$ cat src/rtl/control_pkg.sv
// Shared encodings for the multicycle RISC-V control unit: opcodes, FSM states,
// ALU operation codes, register-file write-data selects and branch resolution.
package control_pkg;

    localparam logic [6:0] OPC_OP     = 7'b0110011;
    localparam logic [6:0] OPC_OP_IMM = 7'b0010011;
    localparam logic [6:0] OPC_LOAD   = 7'b0000011;
    localparam logic [6:0] OPC_STORE  = 7'b0100011;
    localparam logic [6:0] OPC_BRANCH = 7'b1100011;
    localparam logic [6:0] OPC_AUIPC  = 7'b0010111;
    localparam logic [6:0] OPC_JAL    = 7'b1101111;
    localparam logic [6:0] OPC_JALR   = 7'b1100111;

    typedef enum logic [2:0] {
        ST_FETCH     = 3'd0,
        ST_DECODE    = 3'd1,
        ST_EXECUTE   = 3'd2,
        ST_MEMORY    = 3'd3,
        ST_WRITEBACK = 3'd4
    } state_t;

    localparam logic [3:0] ULA_ADD  = 4'd0;
    localparam logic [3:0] ULA_SUB  = 4'd1;
    localparam logic [3:0] ULA_SLL  = 4'd2;
    localparam logic [3:0] ULA_SLT  = 4'd3;
    localparam logic [3:0] ULA_SLTU = 4'd4;
    localparam logic [3:0] ULA_XOR  = 4'd5;
    localparam logic [3:0] ULA_SRL  = 4'd6;
    localparam logic [3:0] ULA_SRA  = 4'd7;
    localparam logic [3:0] ULA_OR   = 4'd8;
    localparam logic [3:0] ULA_AND  = 4'd9;

    localparam logic [1:0] RF_SEL_MEM   = 2'd0;
    localparam logic [1:0] RF_SEL_ALU   = 2'd1;
    localparam logic [1:0] RF_SEL_PC4   = 2'd2;
    localparam logic [1:0] RF_SEL_PCADD = 2'd3;

    // funct3 010/011 never reach EXECUTE (rejected in DECODE), so they resolve not-taken.
    function automatic logic branch_taken(input logic [2:0] funct3,
                                          input logic zero,
                                          input logic lt,
                                          input logic ltu);
        logic taken;
        case (funct3)
            3'b000:  taken = zero;
            3'b001:  taken = !zero;
            3'b100:  taken = lt;
            3'b101:  taken = !lt;
            3'b110:  taken = ltu;
            3'b111:  taken = !ltu;
            default: taken = 1'b0;
        endcase
        return taken;
    endfunction

endpackage

$ cat src/rtl/control_unit_mc_if.sv
// Datapath-facing bundle of the control unit: instruction word, ALU flags,
// memory handshake and all datapath control strobes/selects.
interface control_unit_mc_if;

    logic [31:0] instr;
    logic        zero;
    logic        lt;
    logic        ltu;
    logic        mem_ready;

    logic        load_ir;
    logic        load_pc;
    logic        pc_next_sel;
    logic        pc_adder_sel;
    logic        ULA_din2_sel;
    logic [3:0]  ula_op;
    logic [1:0]  RF_din_sel;
    logic        WE_RF;
    logic        WE_MEM;

    modport master (
        input  instr, zero, lt, ltu, mem_ready,
        output load_ir, load_pc, pc_next_sel, pc_adder_sel, ULA_din2_sel,
               ula_op, RF_din_sel, WE_RF, WE_MEM
    );

    modport slave (
        output instr, zero, lt, ltu, mem_ready,
        input  load_ir, load_pc, pc_next_sel, pc_adder_sel, ULA_din2_sel,
               ula_op, RF_din_sel, WE_RF, WE_MEM
    );

endinterface

$ cat src/rtl/ula_decoder.sv
// Combinational ALU operation decode from the latched opcode/funct3/funct7[5].
// Address-generating and non-ALU opcodes resolve to ADD; branches compare with SUB.
module ula_decoder
    import control_pkg::*;
(
    input  logic [6:0] opcode,
    input  logic [2:0] funct3,
    input  logic       f7b5,
    output logic [3:0] ula_op
);

    logic is_op;
    logic is_alu;

    always_comb begin
        ula_op = ULA_ADD;
        is_op  = (opcode == OPC_OP);
        is_alu = is_op || (opcode == OPC_OP_IMM);
        if (opcode == OPC_BRANCH) begin
            ula_op = ULA_SUB;
        end else if (is_alu) begin
            case (funct3)
                // Immediate forms have no SUB; bit 30 is part of the immediate there.
                3'b000:  ula_op = (is_op && f7b5) ? ULA_SUB : ULA_ADD;
                3'b001:  ula_op = ULA_SLL;
                3'b010:  ula_op = ULA_SLT;
                3'b011:  ula_op = ULA_SLTU;
                3'b100:  ula_op = ULA_XOR;
                3'b101:  ula_op = f7b5 ? ULA_SRA : ULA_SRL;
                3'b110:  ula_op = ULA_OR;
                default: ula_op = ULA_AND;
            endcase
        end
    end

endmodule

$ cat src/rtl/control_unit_mc.sv
// Multicycle RISC-V control FSM: FETCH/DECODE/EXECUTE/MEMORY/WRITEBACK sequencing,
// branch resolution from ALU flags, data-memory wait and retired-instruction count.
module control_unit_mc
    import control_pkg::*;
#(
    parameter int CNT_WIDTH = 32
) (
    input  logic                 CLK,
    input  logic                 reset,
    control_unit_mc_if.master    bus,
    output logic                 illegal_instr,
    output logic [2:0]           state_o,
    output logic [CNT_WIDTH-1:0] instret
);

    state_t     state;
    state_t     next_state;
    logic [6:0] opcode;
    logic [2:0] funct3;
    logic       f7b5;
    logic [3:0] ula_op_dec;
    logic       retire;
    logic       illegal;

    logic       load_ir;
    logic       load_pc;
    logic       pc_next_sel;
    logic       pc_adder_sel;
    logic       din2_sel;
    logic [3:0] ula_op;
    logic [1:0] rf_sel;
    logic       we_rf;
    logic       we_mem;

    logic       unused_instr_bits;
    assign unused_instr_bits = ^{bus.instr[31], bus.instr[29:15], bus.instr[11:7]};

    ula_decoder u_ula_decoder (
        .opcode (opcode),
        .funct3 (funct3),
        .f7b5   (f7b5),
        .ula_op (ula_op_dec)
    );

    // Output and next-state decode from the state register and latched fields;
    // only branch PC selection and the MEMORY exit look at live inputs.
    always_comb begin
        next_state   = state;
        retire       = 1'b0;
        illegal      = 1'b0;
        load_ir      = 1'b0;
        load_pc      = 1'b0;
        pc_next_sel  = 1'b0;
        pc_adder_sel = 1'b0;
        din2_sel     = 1'b0;
        ula_op       = ULA_ADD;
        rf_sel       = RF_SEL_MEM;
        we_rf        = 1'b0;
        we_mem       = 1'b0;

        case (state)
            ST_FETCH: begin
                load_ir    = 1'b1;
                next_state = ST_DECODE;
            end

            ST_DECODE: begin
                case (opcode)
                    OPC_OP, OPC_OP_IMM, OPC_LOAD, OPC_STORE:
                        next_state = ST_EXECUTE;
                    OPC_BRANCH:
                        if (funct3[2:1] == 2'b01) illegal = 1'b1;
                        else next_state = ST_EXECUTE;
                    OPC_AUIPC, OPC_JAL, OPC_JALR:
                        next_state = ST_WRITEBACK;
                    default:
                        illegal = 1'b1;
                endcase
                if (illegal) next_state = ST_FETCH;
            end

            ST_EXECUTE: begin
                ula_op   = ula_op_dec;
                din2_sel = (opcode != OPC_OP) && (opcode != OPC_BRANCH);
                case (opcode)
                    OPC_BRANCH: begin
                        load_pc      = 1'b1;
                        pc_adder_sel = 1'b1;
                        pc_next_sel  = branch_taken(funct3, bus.zero, bus.lt, bus.ltu);
                        retire       = 1'b1;
                        next_state   = ST_FETCH;
                    end
                    OPC_LOAD, OPC_STORE: next_state = ST_MEMORY;
                    default:             next_state = ST_WRITEBACK;
                endcase
            end

            ST_MEMORY: begin
                din2_sel = 1'b1;
                ula_op   = ula_op_dec;
                we_mem   = (opcode == OPC_STORE);
                if (bus.mem_ready) begin
                    if (opcode == OPC_STORE) begin
                        load_pc    = 1'b1;
                        retire     = 1'b1;
                        next_state = ST_FETCH;
                    end else begin
                        next_state = ST_WRITEBACK;
                    end
                end
            end

            ST_WRITEBACK: begin
                we_rf      = 1'b1;
                load_pc    = 1'b1;
                retire     = 1'b1;
                ula_op     = ula_op_dec;
                next_state = ST_FETCH;
                case (opcode)
                    OPC_OP:     rf_sel = RF_SEL_ALU;
                    OPC_OP_IMM: begin
                        rf_sel   = RF_SEL_ALU;
                        din2_sel = 1'b1;
                    end
                    OPC_AUIPC: begin
                        rf_sel       = RF_SEL_PCADD;
                        pc_adder_sel = 1'b1;
                    end
                    OPC_JAL: begin
                        rf_sel       = RF_SEL_PC4;
                        pc_adder_sel = 1'b1;
                        pc_next_sel  = 1'b1;
                    end
                    OPC_JALR: begin
                        rf_sel      = RF_SEL_PC4;
                        pc_next_sel = 1'b1;
                    end
                    default:    rf_sel = RF_SEL_MEM;
                endcase
            end

            default: next_state = ST_FETCH;
        endcase
    end

    // Architectural side effects are suppressed for the whole reset cycle.
    assign bus.load_ir      = load_ir && !reset;
    assign bus.load_pc      = load_pc && !reset;
    assign bus.WE_RF        = we_rf   && !reset;
    assign bus.WE_MEM       = we_mem  && !reset;
    assign bus.pc_next_sel  = pc_next_sel;
    assign bus.pc_adder_sel = pc_adder_sel;
    assign bus.ULA_din2_sel = din2_sel;
    assign bus.ula_op       = ula_op;
    assign bus.RF_din_sel   = rf_sel;
    assign illegal_instr    = illegal;
    assign state_o          = state;

    always_ff @(posedge CLK) begin
        if (reset) begin
            state   <= ST_FETCH;
            instret <= '0;
            opcode  <= '0;
            funct3  <= '0;
            f7b5    <= 1'b0;
        end else begin
            state <= next_state;
            if (state == ST_FETCH) begin
                opcode <= bus.instr[6:0];
                funct3 <= bus.instr[14:12];
                f7b5   <= bus.instr[30];
            end
            if (retire) instret <= instret + CNT_WIDTH'(1);
        end
    end

endmodule

$ cat src/flat_wrapper.sv
// flat-port wrapper written by rule: the top's interface ports become plain ports
module control_unit_mc_flat import control_pkg::*;
#(
    parameter int CNT_WIDTH = 32
)
  (CLK, reset, illegal_instr, state_o, instret, bus_instr, bus_zero, bus_lt, bus_ltu, bus_mem_ready, bus_load_ir, bus_load_pc, bus_pc_next_sel, bus_pc_adder_sel, bus_ULA_din2_sel, bus_ula_op, bus_RF_din_sel, bus_WE_RF, bus_WE_MEM);
  control_unit_mc_if bus_i ();
  input  logic CLK;
  input  logic reset;
  output logic illegal_instr;
  output logic [2:0] state_o;
  output logic [CNT_WIDTH-1:0] instret;
  input wire logic [$bits(bus_i.instr)-1:0] bus_instr;
  input wire logic [$bits(bus_i.zero)-1:0] bus_zero;
  input wire logic [$bits(bus_i.lt)-1:0] bus_lt;
  input wire logic [$bits(bus_i.ltu)-1:0] bus_ltu;
  input wire logic [$bits(bus_i.mem_ready)-1:0] bus_mem_ready;
  output wire logic [$bits(bus_i.load_ir)-1:0] bus_load_ir;
  output wire logic [$bits(bus_i.load_pc)-1:0] bus_load_pc;
  output wire logic [$bits(bus_i.pc_next_sel)-1:0] bus_pc_next_sel;
  output wire logic [$bits(bus_i.pc_adder_sel)-1:0] bus_pc_adder_sel;
  output wire logic [$bits(bus_i.ULA_din2_sel)-1:0] bus_ULA_din2_sel;
  output wire logic [$bits(bus_i.ula_op)-1:0] bus_ula_op;
  output wire logic [$bits(bus_i.RF_din_sel)-1:0] bus_RF_din_sel;
  output wire logic [$bits(bus_i.WE_RF)-1:0] bus_WE_RF;
  output wire logic [$bits(bus_i.WE_MEM)-1:0] bus_WE_MEM;
  assign bus_i.instr = bus_instr;
  assign bus_i.zero = bus_zero;
  assign bus_i.lt = bus_lt;
  assign bus_i.ltu = bus_ltu;
  assign bus_i.mem_ready = bus_mem_ready;
  assign bus_load_ir = bus_i.load_ir;
  assign bus_load_pc = bus_i.load_pc;
  assign bus_pc_next_sel = bus_i.pc_next_sel;
  assign bus_pc_adder_sel = bus_i.pc_adder_sel;
  assign bus_ULA_din2_sel = bus_i.ULA_din2_sel;
  assign bus_ula_op = bus_i.ula_op;
  assign bus_RF_din_sel = bus_i.RF_din_sel;
  assign bus_WE_RF = bus_i.WE_RF;
  assign bus_WE_MEM = bus_i.WE_MEM;
  control_unit_mc #(.CNT_WIDTH(CNT_WIDTH)) u_core (.CLK(CLK), .reset(reset), .bus(bus_i), .illegal_instr(illegal_instr), .state_o(state_o), .instret(instret));
endmodule
$ cat config.mk
export PLATFORM = sky130hd
export DESIGN_NAME = control_unit_mc_flat
export DESIGN_NICKNAME = d
export VERILOG_FILES = /design/src/rtl/control_pkg.sv /design/src/rtl/control_unit_mc_if.sv /design/src/rtl/ula_decoder.sv /design/src/rtl/control_unit_mc.sv /design/src/flat_wrapper.sv
export SDC_FILE = /design/constraint.sdc
export NUM_CORES = 1
export LEC_CHECK = 0
export CAP_MARGIN = 20
export CORE_MARGIN = 10
export CORE_UTILIZATION = 49
export DETAILED_ROUTE_END_ITERATION = 16
export PLACE_DENSITY = 0.85
export SYNTH_ARGS = -nofsm -noshare
export SYNTH_HDL_FRONTEND = slang
export SYNTH_SLANG_ARGS = --single-unit
$ cat constraint.sdc
create_clock -name CLK -period 4.55 [get_ports CLK]
set_input_delay 0.455 -clock CLK [delete_from_list [all_inputs] [get_ports CLK]]
set_output_delay 0.455 -clock CLK [all_outputs]
set_load 0.05 [all_outputs]
Word level (Yosys, flattened, before mapping)
Index checks and enable logic that the tools add are counted.
{"block": "op_classes", "add_sub_neg": 1, "eq_ne": 25, "n_mux": 34, "reduce_logical": 22}
{"op": "32-bit by 1-bit adder with 32-bit output (second input constant)", "count": 1}
{"op": "4-bit case mux with 7 select lines", "count": 1}
{"op": "7-bit equality test (second input constant)", "count": 3}
{"op": "3-bit equality test (second input constant)", "count": 5}
{"op": "1-bit two-way mux", "count": 15}
{"op": "7-bit by 5-bit equality test with 1-bit output (second input constant)", "count": 2}
{"op": "7-bit by 6-bit equality test with 1-bit output (second input constant)", "count": 2}
{"op": "3-bit by 2-bit equality test with 1-bit output (second input constant)", "count": 4}
{"op": "3-bit two-way mux", "count": 4}
{"op": "4-bit two-way mux", "count": 3}
{"op": "3-bit case mux with 4 select lines", "count": 1}
{"op": "3-bit case mux with 3 select lines", "count": 1}
{"op": "2-bit OR reduction", "count": 4}
{"op": "7-bit by 2-bit equality test with 1-bit output (second input constant)", "count": 1}
{"op": "7-bit by 6-bit inequality test with 1-bit output (second input constant)", "count": 1}
{"op": "7-bit inequality test (second input constant)", "count": 1}
{"op": "7-bit OR reduction", "count": 1}
{"op": "3-bit by 1-bit equality test with 1-bit output (second input constant)", "count": 2}
{"op": "1-bit logical AND", "count": 6}
{"op": "3-bit logical NOT", "count": 2}
{"op": "1-bit case mux with 2 select lines", "count": 3}
{"op": "1-bit case mux with 3 select lines", "count": 2}
{"op": "1-bit case mux with 6 select lines", "count": 1}
{"op": "2-bit case mux with 3 select lines", "count": 1}
{"op": "other kinds (11)", "count": 15}
{"block": "word_totals", "ff_bits": 46, "input_bits": 38, "output_inout_bits": 49, "wordCells": 87}

Longest topological paths before layout
{"block": "depth", "depth_word": 7, "depth_mapped": 8, "mapped_depth_nobuf": 6}

Modules after synthesis
Synthesis repeated with hierarchy kept, for this count alone.
{"block": "unflattened", "hier_cells": 328, "area_unflattened_um2": 2565.0}
{"mod": "control_unit_mc", "instances": 1, "cells_per_inst": 309, "area_each_um2": 2444.8, "seq_area_each_um2": 920.9}
{"mod": "ula_decoder", "instances": 1, "cells_per_inst": 19, "area_each_um2": 120.1, "seq_area_each_um2": 0.0}

Worst setup path before layout
No wires, ideal clock.
{"block": "synth_timing", "path_type": "flip-flop to output port", "from": "reg u_core.state[2] (netlist: u_core.state_o[2])", "to": "out bus_ula_op[3]", "arrival_ns": 2.532, "t_required_ns": 4.095, "setup_slack_ns": 1.563, "stages_incl_launch_ff": 5, "path_buffers": 1, "path_cell_list": "dfxtp_1 clkbuf_1 nor3b_1 o21ai_0 nor3_1"}
{"block": "synth_between", "elab_chain_len": 3, "elab_cells_between_ends": 5, "cone_classes": "eq/ne (3); mux (1); reduce/logical (1)"}
{"item": "start: declaration", "line": "control_unit_mc.sv:16", "source": "state_t state;"}
{"item": "start signal: assignment", "line": "control_unit_mc.sv:167", "source": "state <= next_state;"}
{"item": "3-bit by 2-bit equality test with 1-bit output / 3-bit equality test (equally long branches)", "line": "control_unit_mc.sv:61", "source": "case (state)"}
{"item": "3-bit OR reduction (no source line) *"}
{"item": "4-bit two-way mux *", "line": "control_unit_mc.sv:61"}
{"item": "end: declaration", "line": "flat_wrapper.sv:23", "source": "output wire logic [$bits(bus_i.ula_op)-1:0] bus_ula_op;"}
Mark *: on every way between the ends. The rest lies on a longest branch, timed or not.

Worst setup path after layout
{"block": "layout_timing", "from": "reg u_core.state[1] (netlist: u_core.state_o[1])", "to": "out bus_load_pc"}
{"block": "layout_between", "elab_chain_len": 3, "elab_cells_between_ends": 5, "cone_classes": "eq/ne (3); mux (1); reduce/logical (1)"}
{"item": "3-bit equality test / 3-bit by 2-bit equality test with 1-bit output (equally long branches)", "line": "control_unit_mc.sv:61"}
{"item": "1-bit case mux with 3 select lines *", "line": "control_unit_mc.sv:61"}
{"item": "1-bit logical AND *", "line": "control_unit_mc.sv:148", "source": "assign bus.load_pc = load_pc && !reset;"}
{"item": "end: declaration", "line": "flat_wrapper.sv:19", "source": "output wire logic [$bits(bus_i.load_pc)-1:0] bus_load_pc;"}
Marks and branches as above.

==> flow_metrics.py <==
metrics = {
    "status": {
        "status": "complete, no violations",
    },
    "sta": {
        "min_period_over_period_pct": 73.2,
        "setup_tns_ns": 0,
        "fmax_ghz": 0.300,
        "finalMaxSlewViolations": 0,
        "tightest_slew_ns": 0.674,
        "period_needed_ns": 3.33,
        "fin_skew_ns": 0.00709,
        "slew-limit-headroom_pct": 55.0,
        "rsz0062_at_grt": "false",
        "hold_viol": 0,
        "finalSetupViolCount": 0,
    },
    "worst_setup_path": {
        "worst-path-stages": 4,
        "path_cells": "or3b_1 > o31a_1 > a21oi_1 > clkdlybuf4s50_1",
        "critical_path.endpoint_type": "output pin",
        "start_kind": "register",
        "worstPathArrival_ns": 2.88,
        "critical_path.max_fanout": 19,
        "r2r_start": "u_core.state_o[1]",
        "crit_path_top_delay_cell": "clkdlybuf4s50_1",
        "max_stage_delay_ns": 0.83,
        "crit_family": "buffers and inverters",
        "rr_worst_depth": 5,
        "crit_type": "register to output pin",
        "cp_num_buf_inv": 1,
        "required_ns": 4.09,
        "worst_r2r_endpoint": "u_core.instret[16]",
        "rrSetupSlack_ns": 1.88,
    },
    "pwr": {
        "cellPowerDensity_nw_per_um2": 226,
        "irDropWorstVdd_mv": 0.139,
        "finalPower_mw": 0.759,
        "leakage_nw": 1.06,
    },
    "clock_tree": {
        "path_clk_slew_ns": 0.08,
        "cts_inserted_buffers": 5,
        "postCtsSetupRepairBufs": 0,
        "cts-root-buf": "clkbuf_8",
        "clock_latency_ns": 0.31,
        "cts_tree": "built",
        "clockBufferDepth": 2,
        "cts_max_level": 2,
        "cts_hold_buffers": 0,
        "clock_sinks": 46,
        "postCtsResizedCells": 0,
    },
    "floorplan": {
        "dieArea_um2": 8620,
        "initial_core_util_pct": 50.6,
        "io_pins": 87,
        "core_area_um2": 5140,
        "placementRows": 26,
        "die_h_um": 92.8,
        "die_w_um": 92.8,
    },
    "finish": {
        "syn2layout_area_growth_pct": 29.1,
        "final_util_pct": 65.3,
        "fin_area_um2": 3360,
        "nets": 423,
        "fillers": 457,
        "drive_above_1_share_pct": 5.97,
        "antennaDiodeCount": 0,
    },
    "min_path": {
        "hold_class": "register to register",
        "whs_path_depth": 2,
        "hold_path_end": "u_core.opcode[2]",
        "holdCritStartpoint": "u_core.opcode[2]",
    },
    "placement": {
        "port-buffer-count": 65,
        "gp_congestion": 0.885,
        "dpl_cell_area_um2": 3250,
        "hpwl_um": 5130,
    },
    "drt": {
        "drc": 0,
        "wirelength_um": 6900,
        "wire_per_inst_um": 15.2,
        "drtPass1Iterations": 4,
        "drt_iter0_markers": 168,
        "vias": 2587,
        "viasPerCell": 5.69,
        "antenna_left": 0,
    },
    "grt": {
        "grt_max_degree": 37,
        "gr-total-overflow": 0,
        "grt_pass1_vias": 2477,
        "grt_pass1_wl_um": 11500,
        "grt_usage_pct": 15.8,
        "antenna_found_initial": 0,
    },
    "logic_synthesis": {
        "netlist_area_um2": 2600,
        "synth-edff-count": 0,
        "ys_warn_count": 0,
        "synthCells": 332,
        "ys_types": 52,
        "yosysSeqAreaShare_pct": 35.4,
        "synth_flop_cell": "dfxtp_1",
        "ys_async_sr_fraction_pct": 0,
        "synth_seq_cells": 46,
        "synth_fp_nets": 371,
        "synth_area_per_cell_um2": 7.83,
    },
    "run": {
        "drv_cap": 0,
    },
}
## state kept, by name (all words and copies together), names as in the netlist
name            count
u_core.f7b5         1
u_core.funct3       3
u_core.instret     32
u_core.opcode       7
u_core.state_o      3
## worst max-delay path by stage
| stage | startpoint | end | slack (ns) |
|---|---|---|---|
| after floorplan | u_core.state_o[2] | bus_ula_op[3] | 1.56 |
| after global placement | u_core.state_o[1] | bus_load_pc | 1.60 |
| after detailed placement | u_core.state_o[1] | bus_load_pc | 1.57 |
| after CTS | u_core.state_o[1] | bus_load_pc | 1.23 |
| after global routing | u_core.opcode[5] | bus_pc_adder_sel | 1.13 |
| final | u_core.state_o[1] | bus_load_pc | 1.22 |
## stage by stage
step / worst slack [ns] / hold WS (ns) / std cells
finish: 1.22 / 0.482 / 455
global route: 1.13 / 0.511 / 455
CTS: 1.23 / 0.483 / 454
detailed placement: 1.57 / 0.471 / 446
global placement: 1.60 / 0.462 / 446
floorplan: 1.56 / 0.449 / 332
## logic make-up (layout without fill, tap and decap cells)
| kind of cell | Yosys count | in the layout | synth area share [%] |
|---|---|---|---|
| simple gates | 145 | 145 | 29.6 |
| xor+xnor | 19 | 19 | 6.40 |
| compound gates | 79 | 79 | 19.9 |
| mux | 6 | 6 | 2.45 |
| buf+inv | 35 | 88 | 5.34 |
| fa+ha+maj | 2 | 2 | 0.866 |
| flops | 46 | 46 | 35.4 |
## routing by layer
| layer | global-route usage, % | part of all wire [%] |
|---|---|---|
| met1 | 18.1 | 43 |
| met2 | 26.8 | 48 |
| met3 | 5.97 | 8.1 |
| met4 | 4.88 | 1.5 |
| met5 | 0 | 0 |
## where the power goes
part / internal, mW / switching [mW]
Sequential: 0.410 / 0.0133
Combinational: 0.0322 / 0.0359
Clock: 0.122 / 0.145
Total: 0.564 / 0.194
## cell type report
class                      instances  area [um2]  share of cell area [%]
sequential                        46         921                    27.4
tap                               70        87.6                    2.61
clock buffer                       6        82.6                    2.46
multi-input combinational        251        1540                    45.9
timing repair buffer              68         668                    19.9
clock inverter                     2        12.5                   0.373
inverter                          12        45.0                    1.34
## placed cells by master (no fill, tap or decap), types with 2 or more instances in the layout
| cell | n |
|---|---|
| a2111oi_0 | 6 |
| nor3_1 | 9 |
| o22ai_1 | 2 |
| o31ai_1 | 3 |
| nand3b_1 | 3 |
| a31o_2 | 3 |
| clkdlybuf4s50_1 | 64 |
| a21oi_1 | 31 |
| a32o_1 | 2 |
| a211oi_1 | 8 |
| mux2_2 | 3 |
| xnor2_1 | 16 |
| clkbuf_8 | 6 |
| and3_1 | 2 |
| a21o_1 | 2 |
| nand2b_1 | 5 |
| nor3b_1 | 3 |
| or3_1 | 9 |
| or3b_1 | 2 |
| nor2_1 | 33 |
| mux2i_1 | 3 |
| and4bb_2 | 2 |
| a22oi_1 | 2 |
| xor2_1 | 3 |
| nand2_1 | 39 |
| buf_4 | 2 |
| o21ai_0 | 10 |
| nand4_1 | 10 |
| dfxtp_1 | 46 |
| and4_1 | 3 |
| nand3_1 | 11 |
| o211ai_1 | 2 |
| nor2b_1 | 6 |
| inv_1 | 12 |
| or4_1 | 2 |
## cell usage after synthesis (all sizes together), types with 3 or more instances
cell / n / area share, %
mux2i: 3 / 1.2
a21oi: 31 / 6.0
or3: 9 / 2.2
xor2: 3 / 1.0
o31ai: 3 / 0.87
nand3: 11 / 2.1
clkbuf: 18 / 2.6
nor2b: 6 / 1.4
buf: 5 / 1.0
a31o: 3 / 1.0
nand2: 39 / 5.6
nor3: 9 / 1.7
dfxtp: 46 / 35
a2111oi: 7 / 2.4
nand4: 11 / 2.9
nand3b: 3 / 0.87
mux2: 3 / 1.3
nor3b: 3 / 0.87
nor2: 33 / 4.8
inv: 12 / 1.7
and4: 3 / 1.0
nand2b: 5 / 1.2
a211oi: 8 / 2.3
xnor2: 16 / 5.4
o21ai: 10 / 1.9
## worst min-delay path: stages, from the launching register on
cell	delay (ns)
dfxtp_1	0.33
nand2_1	0.06
a21oi_1	0.05
No activity file was read; power rests on OpenSTA's default activity.
